`config.mk`:
```
export PLATFORM = sky130hd
export DESIGN_NAME = uart_tx_serializer
export DESIGN_NICKNAME = d
export VERILOG_FILES = /design/src/rtl/uart_tx_serializer_pkg.sv /design/src/rtl/uart_baud_tick.sv /design/src/rtl/uart_tx_serializer.sv
export SDC_FILE = /design/constraint.sdc
export NUM_CORES = 1
export LEC_CHECK = 0
export BUFFER_PORTS_ARGS = -buffer_cell sky130_fd_sc_hd__buf_2
export CAP_MARGIN = 20
export CORE_ASPECT_RATIO = 1.25
export CORE_MARGIN = 5
export CORE_UTILIZATION = 40
export CTS_BUF_LIST = sky130_fd_sc_hd__clkbuf_2 sky130_fd_sc_hd__clkbuf_4 sky130_fd_sc_hd__clkbuf_8
export DETAILED_ROUTE_END_ITERATION = 8
export PLACE_DENSITY = 0.65
export RECOVER_POWER = 50
export SLEW_MARGIN = 10
export SYNTH_ARGS = -nofsm -noshare
export SYNTH_HDL_FRONTEND = slang
export SYNTH_HIERARCHICAL = 1
export SYNTH_SLANG_ARGS = --single-unit
```
`constraint.sdc`:
```
create_clock -name src_clk -period 3.24 [get_ports src_clk]
set_input_delay 0.162 -clock src_clk [delete_from_list [all_inputs] [get_ports src_clk]]
set_output_delay 0.162 -clock src_clk [all_outputs]
set_load 0.02 [all_outputs]
```
`src/rtl/uart_tx_serializer_pkg.sv`:
```
// Shared UART definitions: clock/baud divisors, baud-select codes and TX state encoding.
// The RX path uses the same divisors so both directions agree on bit timing.
package uart_tx_serializer_pkg;

  localparam int CLK_FREQ   = 50_000_000;
  // Integer division truncates to 5208 / 868 / 434 at 50 MHz.
  localparam int DIV_9600   = CLK_FREQ / 9600;
  localparam int DIV_57600  = CLK_FREQ / 57600;
  localparam int DIV_115200 = CLK_FREQ / 115200;

  localparam int BAUD_CNT_W     = 13;
  localparam int UART_DATA_BITS = 8;

  localparam logic [1:0] BAUD_9600   = 2'b00;
  localparam logic [1:0] BAUD_57600  = 2'b01;
  localparam logic [1:0] BAUD_115200 = 2'b10;

  typedef enum logic [1:0] {
    TX_IDLE  = 2'd0,
    TX_START = 2'd1,
    TX_DATA  = 2'd2,
    TX_STOP  = 2'd3
  } tx_state_e;

endpackage

```
`src/rtl/uart_baud_tick.sv`:
```
// Bit-period timer: counts 0..DIV-1 for the latched baud rate and flags the last
// cycle of each bit. Held at zero while restart is high.
module uart_baud_tick #(
  parameter int DIV_9600   = uart_tx_serializer_pkg::DIV_9600,
  parameter int DIV_57600  = uart_tx_serializer_pkg::DIV_57600,
  parameter int DIV_115200 = uart_tx_serializer_pkg::DIV_115200
) (
  input  logic       src_clk,
  input  logic       rst,
  input  logic       restart,
  input  logic [1:0] baud_sel_latched,
  output logic       bit_end
);
  import uart_tx_serializer_pkg::*;

  localparam logic [BAUD_CNT_W-1:0] LAST_9600   = BAUD_CNT_W'(DIV_9600 - 1);
  localparam logic [BAUD_CNT_W-1:0] LAST_57600  = BAUD_CNT_W'(DIV_57600 - 1);
  localparam logic [BAUD_CNT_W-1:0] LAST_115200 = BAUD_CNT_W'(DIV_115200 - 1);

  logic [BAUD_CNT_W-1:0] cnt_q, cnt_d;
  logic [BAUD_CNT_W-1:0] last_cnt;

  // bit_end depends only on the count, never on restart, so the FSM can use it
  // to decide a restart without forming a combinational loop.
  always_comb begin
    last_cnt = LAST_115200;
    case (baud_sel_latched)
      BAUD_9600:  last_cnt = LAST_9600;
      BAUD_57600: last_cnt = LAST_57600;
      default:    last_cnt = LAST_115200;
    endcase
    bit_end = (cnt_q == last_cnt);
    cnt_d   = cnt_q + BAUD_CNT_W'(1);
    if (restart || bit_end) begin
      cnt_d = '0;
    end
  end

  always_ff @(posedge src_clk) begin
    if (rst) begin
      cnt_q <= '0;
    end else begin
      cnt_q <= cnt_d;
    end
  end

endmodule

```
`src/rtl/uart_tx_serializer.sv`:
```
// 8N1 UART transmitter with a one-byte holding register so queued bytes go out
// back-to-back. Baud rate is sampled at each start bit.
module uart_tx_serializer #(
  parameter int CLK_FREQ   = uart_tx_serializer_pkg::CLK_FREQ,
  parameter int DIV_9600   = CLK_FREQ / 9600,
  parameter int DIV_57600  = CLK_FREQ / 57600,
  parameter int DIV_115200 = CLK_FREQ / 115200
) (
  input  logic       src_clk,
  input  logic       rst,
  input  logic [1:0] baud_sel,
  input  logic [7:0] tx_data,
  input  logic       tx_valid,
  output logic       tx_ready,
  output logic       tx_busy,
  output logic       frame_done,
  output logic       DataOut
);
  import uart_tx_serializer_pkg::*;

  tx_state_e                 state_q, state_d;
  logic [UART_DATA_BITS-1:0] hold_q, hold_d;
  logic                      hold_full_q, hold_full_d;
  logic [UART_DATA_BITS-1:0] shift_q, shift_d;
  logic [2:0]                bit_idx_q, bit_idx_d;
  logic [1:0]                baud_q, baud_d;
  logic                      data_out_q, data_out_d;

  logic bit_end;
  logic start_entry;
  logic accept;
  logic restart;

  assign accept     = tx_valid && !hold_full_q;
  assign restart    = (state_q == TX_IDLE) || start_entry;
  assign tx_ready   = !hold_full_q;
  assign tx_busy    = (state_q != TX_IDLE);
  assign frame_done = (state_q == TX_STOP) && bit_end;
  assign DataOut    = data_out_q;

  uart_baud_tick #(
    .DIV_9600   (DIV_9600),
    .DIV_57600  (DIV_57600),
    .DIV_115200 (DIV_115200)
  ) u_baud_tick (
    .src_clk          (src_clk),
    .rst              (rst),
    .restart          (restart),
    .baud_sel_latched (baud_q),
    .bit_end          (bit_end)
  );

  always_comb begin
    state_d     = state_q;
    shift_d     = shift_q;
    bit_idx_d   = bit_idx_q;
    baud_d      = baud_q;
    hold_d      = hold_q;
    hold_full_d = hold_full_q;
    start_entry = 1'b0;

    case (state_q)
      TX_IDLE: begin
        if (hold_full_q) begin
          start_entry = 1'b1;
        end
      end
      TX_START: begin
        if (bit_end) begin
          state_d = TX_DATA;
        end
      end
      TX_DATA: begin
        if (bit_end) begin
          shift_d   = shift_q >> 1;
          bit_idx_d = bit_idx_q + 3'd1;
          if (bit_idx_q == 3'(UART_DATA_BITS - 1)) begin
            state_d = TX_STOP;
          end
        end
      end
      TX_STOP: begin
        if (bit_end) begin
          if (hold_full_q) begin
            start_entry = 1'b1;
          end else begin
            state_d = TX_IDLE;
          end
        end
      end
      default: state_d = TX_IDLE;
    endcase

    // Moving the held byte into the shifter frees the holding register; a byte
    // accepted in the same cycle refills it.
    if (start_entry) begin
      state_d     = TX_START;
      shift_d     = hold_q;
      bit_idx_d   = '0;
      baud_d      = baud_sel;
      hold_full_d = 1'b0;
    end
    if (accept) begin
      hold_d      = tx_data;
      hold_full_d = 1'b1;
    end

    case (state_d)
      TX_START: data_out_d = 1'b0;
      TX_DATA:  data_out_d = shift_d[0];
      default:  data_out_d = 1'b1;
    endcase
  end

  always_ff @(posedge src_clk) begin
    if (rst) begin
      state_q     <= TX_IDLE;
      hold_q      <= '0;
      hold_full_q <= 1'b0;
      shift_q     <= '0;
      bit_idx_q   <= '0;
      baud_q      <= BAUD_9600;
      data_out_q  <= 1'b1;
    end else begin
      state_q     <= state_d;
      hold_q      <= hold_d;
      hold_full_q <= hold_full_d;
      shift_q     <= shift_d;
      bit_idx_q   <= bit_idx_d;
      baud_q      <= baud_d;
      data_out_q  <= data_out_d;
    end
  end

endmodule
```
==> summary.txt <==
Post-Syn Area: 1890 um2
Period utilization: 81.7%
Cts bufs inserted: 5
Setup crit end kind: register
Wl on met1: 1620 um
Net count, final: 240
Die area: 6210 um2
Num Clock Sinks: 38
Number of remaining DRC errors: 0
Hold-fix buffers at CTS: 0
Rows: 28
Final core occ: 45.1%
Pin count of the biggest net entering global routing: 28
GRT Residual Overflow: 0
N_diodes: 0
Place WS: 0.730 ns
Number of global-route vias before repair: 1454
Pwr dens: 523 nW/um2
Worst EP required: 3.46 ns
Peak VDD IR: 0.000311 V
Most frequent cells in the layout: 38 x dfxtp_1, 25 x nor2_1, 19 x nand2_1
Max-Cap Viols: 0
Cells after synthesis: 206
Mean post-synth cell area: 9.18 um2
Global-route wire length before repair: 6290 um
Iteration-0 DRC Markers: 86
Worst-path maximum fanout: 23
FF-to-FF path depth: 9
Post-synthesis mux area share: 6.42%
Worst-Margin Slew: 0.634 ns
Slew margin rel.: 57.7%
CTS tree: yes
Final setup fails: 0
Hold_sp: baud_sel[0]
Worst reg-to-reg setup slack: 0.59 ns
DR top layer: met4
WL met2: 1890 um
Port Buffer Count: 16
CTS Root Cell: clkbuf_8
Clock-pin transition on the worst setup and hold timing paths: 0.08 ns
Ranking of synthesized cells by area: dfxtp_1 40%, mux2i_1 5.8%, ha_1 5.3%, nor2_1 5.0%, a311oi_2 4.8%
CP cell instances: nand2b_1 > o32a_2 > nor3_1 > buf_4 > nand2b_1 > a2111oi_0 > nor3b_1 > nor3b_1 > mux2i_1
Final cell count without fillers: 280
Post-CTS Setup Inserts: 0
Worst hold path cell count: 3
Post-DP HPWL: 2590 um
Final hold vios: 0
Max H-tree Level: 2
RR Startpoint: baud_q[1]$_SDFFE_PP0P_
Adder-cell share of the synthesized area: 5.29%
Share of the synthesized area in the top cell type: 40.2%
Largest family of logic cells by synthesized area: simple AND/OR/NAND/NOR gates
Initial antenna violation count: 0
Yosys reg bits: 38
Leakage: 0.000825 uW
Post-Place Cells: 272
Maximum clock path buffer count: 2
Met3 WL post-DR: 92 um
Area growth syn-to-layout: 11.0%
Worst Path Arrival: 2.87 ns
Layout cells sized above 1: 15.9%
Placeable Area: 4660 um2
Starting density of the core: 40.6%
Simple-gate portion of the synthesized area: 27.1%
Synth Area in Compound Gates: 10.2%
GRT Overall Usage: 12.7%
Async SR Flop Fraction: 0%
Final wirelength: 3640 um
Die width: 71.5 um
Die H: 86.9 um
Crit Path Class: register to register
Via count: 1406
Sequential fraction of the synthesis area: 40.2%
XOR/XNOR Fraction of Synth Area: 5.56%
Yosys cell types: 41
Gp weighted congestion: 0.787
Ys flop type: dfxtp_1
Vias per std cell: 5.02
Pins over their slew limit: 0
Worst Skew: 0.00361 ns
First-pass detailed-route iteration total: 4
EDFF count, synth: 0
Clock latency at the later pin of the worst-skew pair: 0.29 ns
Tightest Hold Check Type: primary input to register
Critical R2R Capture: DataOut$_SDFF_PP1_
Outcome: finished, final reports clean
Tmin final: 2.65 ns
CP max-delay cell: a2111oi_0
Antenna viol nets, final: 0
Fmax: 378 MHz
Most common cell after layout, fill and taps aside: dfxtp_1
Crit-path max cell delay: 0.56 ns
Worst setup margin: 0.592 ns
DR WL/cell: 13.0 um
Io pins: 17
RSZ-0062 raised after global routing: false
Yosys warns: 6
Nature of the critical path startpoint: register
Setup_tns: 0 ns
Fin Hold WS: 0.105 ns
Post-Synthesis Net Count: 227
Resize count post-CTS: 0
Min-Delay Endpoint: baud_q[0]$_SDFFE_PP0P_
Top cell type by total area after synthesis: dfxtp_1
layout make-up:
| cell class | count | area (um2) |
|---|---|---|
| fill | 471 | 2560 |
| multi-input combinational | 151 | 1020 |
| sequential | 38 | 761 |
| timing repair buffer | 18 | 87.6 |
| tap | 60 | 75.1 |
| clock buffer | 5 | 68.8 |
| clock inverter | 3 | 68.8 |
| inverter | 5 | 18.8 |
cell usage after synthesis (all sizes together), types with 2 or more instances:
| cell type | instances |
|---|---|
| xor2 | 7 |
| and2 | 2 |
| mux2i | 11 |
| nor3b | 3 |
| xnor2 | 5 |
| a21oi | 6 |
| and4 | 2 |
| nor3 | 17 |
| clkbuf | 3 |
| dfxtp | 38 |
| ha | 8 |
| nand2b | 2 |
| nor2 | 25 |
| a311oi | 6 |
| inv | 5 |
| and3 | 5 |
| nand2 | 19 |
| nor4b | 2 |
| buf | 9 |
| o22ai | 2 |
| nor2b | 2 |
| o21ai | 2 |
| nand3 | 12 |
layer usage:
layer | vias up | global-route usage [%]
li1 | 747 | -
met1 | 639 | 14.0
met2 | 15 | 23.4
met3 | 5 | 2.08
met4 | 0 | 5.81
met5 | - | 0
cell families (layout without fill, tap and decap cells):
logic type               Yosys count  after routing
AND/OR/NAND/NOR                   98             98
adder cells (fa/ha/maj)            8              8
AO/OA/AOI/OAI                     21             21
XOR/XNOR                          12             12
multiplexers                      12             12
flip-flops                        38             38
buffers and inverters             17             31
power breakdown:
part / internal (uW) / switching [uW]
Combinational: 45.4 / 68.0
Sequential: 491 / 14.9
Clock: 308 / 171
Total: 845 / 254
critical path: cells and delay by family, from the launching register on:
family	cells	cell delay (ns)
buffers and inverters	1	0.32
AND/OR/NAND/NOR	5	0.82
multiplexers	1	0.14
AO/OA/AOI/OAI	2	0.93
flip-flops	1	0.38
registers in the layout (all words and copies together) (netlist names):
signal	cells
baud_q	2
DataOut	1
hold_q	8
state_q	2
u_baud_tick/cnt_q	13
shift_q	8
bit_idx_q	3
hold_full_q	1
through the flow:
step | area (um2) | power [uW]
after floorplan | 1890 | 612
after global placement | 1980 | 635
after detailed placement | 1980 | 636
after CTS | 2120 | 1120
after global routing | 2100 | 1160
final | 2100 | 1100
worst max path at each step:
stage | endpoint | depth (start not counted) | startpoint | slack [ns]
2_1_floorplan | u_baud_tick/cnt_q[3]$_SDFF_PP0_ | 12 | baud_q[1]$_SDFFE_PP0P_ | 0.83
3_3_place_gp | DataOut$_SDFF_PP1_ | 8 | baud_q[1]$_SDFFE_PP0P_ | 0.79
3_5_place_dp | u_baud_tick/cnt_q[7]$_SDFF_PP0_ | 9 | baud_q[1]$_SDFFE_PP0P_ | 0.73
4_1_cts | u_baud_tick/cnt_q[3]$_SDFF_PP0_ | 9 | baud_q[1]$_SDFFE_PP0P_ | 0.69
5_1_grt | DataOut$_SDFF_PP1_ | 10 | baud_q[1]$_SDFFE_PP0P_ | 0.32
6_report | DataOut$_SDFF_PP1_ | 9 | baud_q[1]$_SDFFE_PP0P_ | 0.59
No activity file was read; power rests on OpenSTA's default activity.
